### src/rtl/photo_hit_receiver_pkg.sv
// ewh_pkg: shared channel state type and default sizing for the photo hit receiver
package ewh_pkg;
  typedef enum logic [1:0] {WAIT_CLEAR, ARMED, HIT} hit_state_t;
  localparam int NUM_SENSORS_DEF = 10;
  localparam int DEBOUNCE_DEF = 50000;
  localparam int CNT_W_DEF = 16;
endpackage

### src/rtl/photo_hit_receiver_debouncer.sv
// sensor_debouncer: one photo sensor, 2-flop synchronizer followed by a consecutive-sample debounce counter
//   i_clk, i_rst_n (sync, active-low), i_raw async sensor level, o_db debounced level
module sensor_debouncer import ewh_pkg::*; #(
  parameter int DEBOUNCE_CYCLES = DEBOUNCE_DEF,
  parameter int CNT_W = CNT_W_DEF
) (
  input  logic i_clk,
  input  logic i_rst_n,
  input  logic i_raw,
  output logic o_db
);
  logic             r_s1, r_s2, r_db;
  logic [CNT_W-1:0] r_cnt;
  always_ff @(posedge i_clk)
    if (!i_rst_n) begin
      r_s1  <= 1'b0;
      r_s2  <= 1'b0;
      r_db  <= 1'b0;
      r_cnt <= '0;
    end else begin
      r_s1 <= i_raw;
      r_s2 <= r_s1;
      if (r_s2 == r_db) r_cnt <= '0;
      else if (r_cnt == CNT_W'(DEBOUNCE_CYCLES - 1)) begin
        r_db  <= r_s2;
        r_cnt <= '0;
      end else r_cnt <= r_cnt + CNT_W'(1);
    end
  assign o_db = r_db;
endmodule

### src/rtl/photo_hit_receiver.sv
// photo_hit_receiver: debounces the photo-sensor array and holds a hit per target channel until ack or retarget
//   i_clk, i_rst_n (sync, active-low), i_photo_array raw sensors, i_target_a/b target indices,
//   i_hit_ack_a/b ack pulses, o_hit_a/b held hits, o_sensor_db debounced sensor levels
module photo_hit_receiver import ewh_pkg::*; #(
  parameter int NUM_SENSORS = NUM_SENSORS_DEF,
  parameter int DEBOUNCE_CYCLES = DEBOUNCE_DEF,
  parameter int CNT_W = CNT_W_DEF
) (
  input  logic                   i_clk,
  input  logic                   i_rst_n,
  input  logic [NUM_SENSORS-1:0] i_photo_array,
  input  logic [3:0]             i_target_a,
  input  logic [3:0]             i_target_b,
  input  logic                   i_hit_ack_a,
  input  logic                   i_hit_ack_b,
  output logic                   o_hit_a,
  output logic                   o_hit_b,
  output logic [NUM_SENSORS-1:0] o_sensor_db
);
  logic [NUM_SENSORS-1:0] w_db;
  logic [1:0][3:0]        w_tgt;
  logic [1:0]             w_ack, w_hit;
  assign w_tgt = {i_target_b, i_target_a};
  assign w_ack = {i_hit_ack_b, i_hit_ack_a};
  for (genvar s = 0; s < NUM_SENSORS; s++) begin : g_sens
    sensor_debouncer #(.DEBOUNCE_CYCLES(DEBOUNCE_CYCLES), .CNT_W(CNT_W)) u_db (
      .i_clk  (i_clk),
      .i_rst_n(i_rst_n),
      .i_raw  (i_photo_array[s]),
      .o_db   (w_db[s])
    );
  end
  for (genvar c = 0; c < 2; c++) begin : g_ch
    hit_state_t r_st;
    logic [3:0] r_old;
    logic       r_hit;
    logic       w_sel;
    // out-of-range targets read as dark, so such a channel arms but never hits
    assign w_sel = (32'(w_tgt[c]) < NUM_SENSORS) && w_db[w_tgt[c]];
    always_ff @(posedge i_clk)
      if (!i_rst_n) begin
        r_st  <= WAIT_CLEAR;
        r_hit <= 1'b0;
        r_old <= w_tgt[c];
      end else if (w_tgt[c] != r_old) begin
        r_st  <= WAIT_CLEAR;
        r_hit <= 1'b0;
        r_old <= w_tgt[c];
      end else
        case (r_st)
          WAIT_CLEAR: if (!w_sel) r_st <= ARMED;
          ARMED: if (w_sel) begin
            r_st  <= HIT;
            r_hit <= 1'b1;
          end
          HIT: if (w_ack[c]) begin
            r_st  <= WAIT_CLEAR;
            r_hit <= 1'b0;
          end
          default: begin
            r_st  <= WAIT_CLEAR;
            r_hit <= 1'b0;
          end
        endcase
    assign w_hit[c] = r_hit;
  end
  assign o_hit_a     = w_hit[0];
  assign o_hit_b     = w_hit[1];
  assign o_sensor_db = w_db;
endmodule
### config.mk
export PLATFORM = sky130hd
export DESIGN_NAME = photo_hit_receiver
export DESIGN_NICKNAME = d
export VERILOG_FILES = /design/src/rtl/photo_hit_receiver_pkg.sv /design/src/rtl/photo_hit_receiver_debouncer.sv /design/src/rtl/photo_hit_receiver.sv
export SDC_FILE = /design/constraint.sdc
export NUM_CORES = 1
export LEC_CHECK = 0
export BUFFER_PORTS_ARGS = -buffer_cell sky130_fd_sc_hd__buf_2
export CORE_MARGIN = 3
export CORE_UTILIZATION = 60
export DETAILED_ROUTE_END_ITERATION = 12
export PLACE_DENSITY = 0.78
export REMOVE_ABC_BUFFERS = 1
export SLEW_MARGIN = 20
export SYNTH_ARGS = -nofsm -noshare
export SYNTH_HDL_FRONTEND = slang
export SYNTH_HIERARCHICAL = 1
export SYNTH_SLANG_ARGS = --single-unit
### constraint.sdc
create_clock -name i_clk -period 2.63 [get_ports i_clk]
set_clock_uncertainty 0.2 [all_clocks]
set_input_delay 0.263 -clock i_clk [delete_from_list [all_inputs] [get_ports i_clk]]
set_output_delay 0.263 -clock i_clk [all_outputs]
set_load 0.05 [all_outputs]
; Word-level counts from Yosys, hierarchy flattened
; Index checks and enable logic that the tools add are counted.
[totals]
reg_bits = 204
inputBits = 22
output_inout_bits = 12
[classes]
n_addsub = 10
n_lt_le_gt_ge = 4
reduce_logical = 30
n_mux = 22
bitwise = 13
n_eq_ne = 34
[ops]
columns = op, count
row1 = $add A16 B1 Y16 const B, 10
row2 = $eq A16 B16 Y1 const B, 10
row3 = $reduce_or A3 Y1, 10
row4 = $reduce_and A2 Y1, 10
row5 = $mux W4, 4
row6 = $not A1 Y1, 13
row7 = $mux W2, 6
row8 = $ne A2 B2 Y1 const B, 6
row9 = $pmux W2 S3, 2
row10 = $reduce_and A3 Y1, 4
row11 = $eq A1 B1 Y1, 10
row12 = $lt A4 B5 Y1 const B, 2
row13 = $bmux W1 S4, 2
row14 = $lt A4 B4 Y1 const B, 2
row15 = $ne A4 B4 Y1, 2
row16 = $mux W1, 6
row17 = $pmux W1 S3, 2
row18 = $eq A2 B1 Y1 const B, 2
row19 = $eq A2 B2 Y1 const B, 2
row20 = $logic_not A2 Y1, 2
row21 = $ne A2 B1 Y1 const B, 2
row22 = $reduce_or A2 Y1, 2
row23 = $logic_and A1 B1 Y1, 2

; Logic depth before layout (Yosys ltp)
[logic_depth]
word_depth = 5
depth_mapped = 6

; Hierarchy
; Netlist, hierarchy kept.
[modules_own_cells]
columns = mod, cells_per_inst, seq_area_each_um2, area_per_inst_um2, n_inst
row1 = sensor_debouncer at g_sens[0].u_db ..., 87, 380.4, 837.1, 9
row2 = sensor_debouncer at g_sens[9].u_db, 90, 380.4, 833.3, 1
row3 = photo_hit_receiver, 78, 360.3, 814.5, 1

; Least setup slack after synthesis
; OpenSTA, ideal clock, no wires.
[synth_timing]
path_kind = register -> register
start = register g_sens[9].u_db.r_cnt[0]
end = register g_sens[9].u_db.r_cnt[13]
n_path_buf = 1
synth_period_minus_slack_ns = 1.940
arrival_ns = 1.626
t_required_ns = 2.315
setup_slack_ns = 0.690
setup_ns = 0.115
stages_incl_launch_ff = 7
path_cell_list = dfxtp_1 ha_1 nand3_4 or4_4 o21ai_4 buf_4 nor2_1
[synth_between]
elab_chain_len = 2
elab_cells_between_ends = 3
cone_classes = add/sub: 1 / eq/ne: 1 / reduce/logical: 1
[synth_rtl]
columns = item, line
row1 = from (decl), photo_hit_receiver_debouncer.sv:13  ; logic [CNT_W-1:0] r_cnt;
row2 = from (signal assigned), photo_hit_receiver_debouncer.sv:27  ; end else r_cnt <= r_cnt + CNT_W'(1);
row3 = "parallel branches: the longest is 2 deep, another holds $add A16 B1 Y16", n/a
; Parallel ways; which one is timed is not known.
; A chain may end at the register's enable or synchronous reset.

; Worst setup path in the final report
[layout_timing]
start = register g_sens[9].u_db.r_cnt[0]
end = register g_sens[9].u_db.r_cnt[2]
; The elaborated chain is that of the path after synthesis.

==> metrics.txt <==
status=finished, final reports clean; fill count=1,172; max-cap violations=0; dpl hpwl=11,160 um; Rows=44; worst r2r src=g_sens[9].u_db/r_cnt[0]$_SDFF_PP0_; post-CTS setup buffers=0; RePlAce Congestion=0.8064; Cells after Synth=951; H-tree levels=1; final slew viol count=0; Syn. warnings=6; port buffer count=33; post-DR vias/cell=5.373; Critical Path RT=2.79 ns; synthesized flop and latch total=204; area fraction of the dominant cell type after synthesis=0.4274; register area share after synthesis=0.4535; P&R area growth vs syn=12.96%; Post-CTS Hold Buffers=20; First-pass DRT Iterations=5; utilization after layout=0.7029; area of the multi-input gates=0.004726 mm2; leakage power=3.253 nW; Final Worst Setup Slack=0.5241 ns; drt drc=0; top cells by area, synth=dfxtp_1 (43%), xnor2_1 (12%), nor2_1 (7.7%); clk_lat worst skew=0.50 ns; IO Pins=34; Finished Layout Cells=1,218; cts repair resizes=0; Initial Util=0.6223; Power Dens Cells=600.4 mW/mm2; Via Count=6,544; Final #Nets=1,051; mapped cell area=0.009181 mm2; global-route wire length before repair=28,260 um; r2r worst-path depth=5; syn avg cell area=9.654 um2; hold_ws=0.03405 ns; Hold Path Stages=2; CTS tree=yes; Yosys cell types=50; most frequent cell after synthesis=dfxtp_1; largest net degree at the start of global routing=17; CTS sink count=204; Reg area=0.004164 mm2; initial antenna violation count=1; CP Launch Type=flip-flop; DR WL/cell=13.48 um; CP arrival=2.27 ns; WL final=16,420 um; share of layout cells above drive strength 1=0.1346; WS Path Type=flip-flop to flip-flop; die width=129.7 um; Detail Route Antenna Nets=0; initial DRC count=291; final hold vios=0; Peak VDD IR=0.5198 mV; commonest register cell after synthesis=dfxtp_1; CP Max Fanout=16; Hold Crit Class=input port to flip-flop; Yosys top cell by area=dfxtp_1; synth cell count leaders=dfxtp_1 (196), nor2_1 (189), xnor2_1 (128); critical path capture point type=flip-flop; period utilization=0.8007; die height=129.7 um; Worst Max-Slew Pin Slew=0.6491 ns; Post-synth EDFFs=8; RSZ-0062 raised after global routing=no; Bufs on Longest Clock Path=3; DP Cell Count=1,159; grt ovf=0; setup violators final=0; critical path startpoint=g_sens[9].u_db/r_cnt[0]$_SDFF_PP0_; ys async rst share=0; number of global-route vias before repair=6,162; worst relative slew slack=0.5672; fin crit period=2.106 ns; setup TNS=0 ns; die area=0.01682 mm2; root buffer cell=clkbuf_16; hold_sp=i_rst_n; CTS buffer count=22; core area=0.01475 mm2; dpl ws=0.5427 ns; GRT Total Usage=0.1976; Max Clk Rate=474.9 MHz; clk slew on worst S/H paths=0.06 ns
path summary, 6_finish.rpt:
| path | endpoint | slack, ns |
|---|---|---|
| max | g_sens[9].u_db/r_cnt[2]$_SDFF_PP0_ | 0.52 |
| min | g_sens[7].u_db/o_db$_SDFFE_PN0P_ | 0.03 |
| max reg2reg | g_sens[9].u_db/r_cnt[2]$_SDFF_PP0_ | 0.52 |
| min reg2reg | g_sens[6].u_db/r_s2$_SDFF_PN0_ | 0.23 |
area by class of cell:
type | count | share of cell area
Inverter | 44 | 0.01605
Tap cell | 184 | 0.02220
Clock buffer | 36 | 0.06599
Clock inverter | 2 | 0.0009651
Multi-Input combinational cell | 691 | 0.4557
Timing Repair Buffer | 56 | 0.03740
Sequential cell | 204 | 0.4015
Antenna cell | 1 | 0.0002413
per-layer routing:
layer  vias up  GRT usage  wire length, um
met1      3072     0.2709             7994
met3        24    0.03479              483
met2        70     0.3248             7645
met4         0    0.05379              295
met5         -          0                0
li1       3378          -                -
layout by cell type, fill, tap and decap left out, types with 10 or more instances in the layout:
cell / n
dfxtp_1: 196
nor2_1: 189
xnor2_1: 128
inv_1: 43
nor3_1: 42
nand3_1: 41
nand2_1: 35
buf_2: 33
nor4_2: 27
xor2_1: 26
nand4_1: 26
clkbuf_16: 23
and2_1: 21
dlygate4sd3_1: 20
nand3_2: 19
nor4bb_1: 18
mux2i_1: 17
nor2b_1: 12
nor4b_1: 10
ha_1: 10
cell families after synthesis:
| group | after synthesis | share of synthesized area |
|---|---|---|
| DFF | 204 | 0.4535 |
| muxes | 18 | 0.02099 |
| AOI/OAI and AO/OA | 21 | 0.01608 |
| buffers and inverters | 56 | 0.03175 |
| and+or+nand+nor | 488 | 0.3171 |
| adders and majority gates | 10 | 0.01363 |
| xor gates and xnor gates | 154 | 0.1469 |
sequential cells by signal (all words and copies together), names as in the netlist:
register	cells
g_sens.u_db/o_db	10
o_hit_b	1
g_ch.r_old	8
g_ch.r_st	4
g_sens.u_db/r_s2	10
o_hit_a	1
g_sens.u_db/r_cnt	160
g_sens.u_db/r_s1	10
worst max-delay path, cell delays in order, from the launching register on:
cell,delay (ns)
dfxtp_1,0.38
ha_1,0.25
nand3_4,0.13
or4_4,0.53
o21ai_4,0.38
nor2_1,0.10
power by group:
part	internal, mW	switching, mW	total (mW)	leakage [nW]
Sequential	3.14	0.0146	3.15	1.67
Clock	1.76	1.17	2.93	0.343
Combinational	0.0674	0.0764	0.144	1.24
Total	4.97	1.26	6.23	3.25
stage by stage:
step / power (mW) / instance area, um2
after floorplan: 3.286 / 9056
after global placement: 3.337 / 9474
after detailed placement: 3.342 / 9474
after CTS: 6.306 / 10370
after global routing: 6.447 / 10370
final: 6.227 / 10370
(Power assumes the default switching activity.)
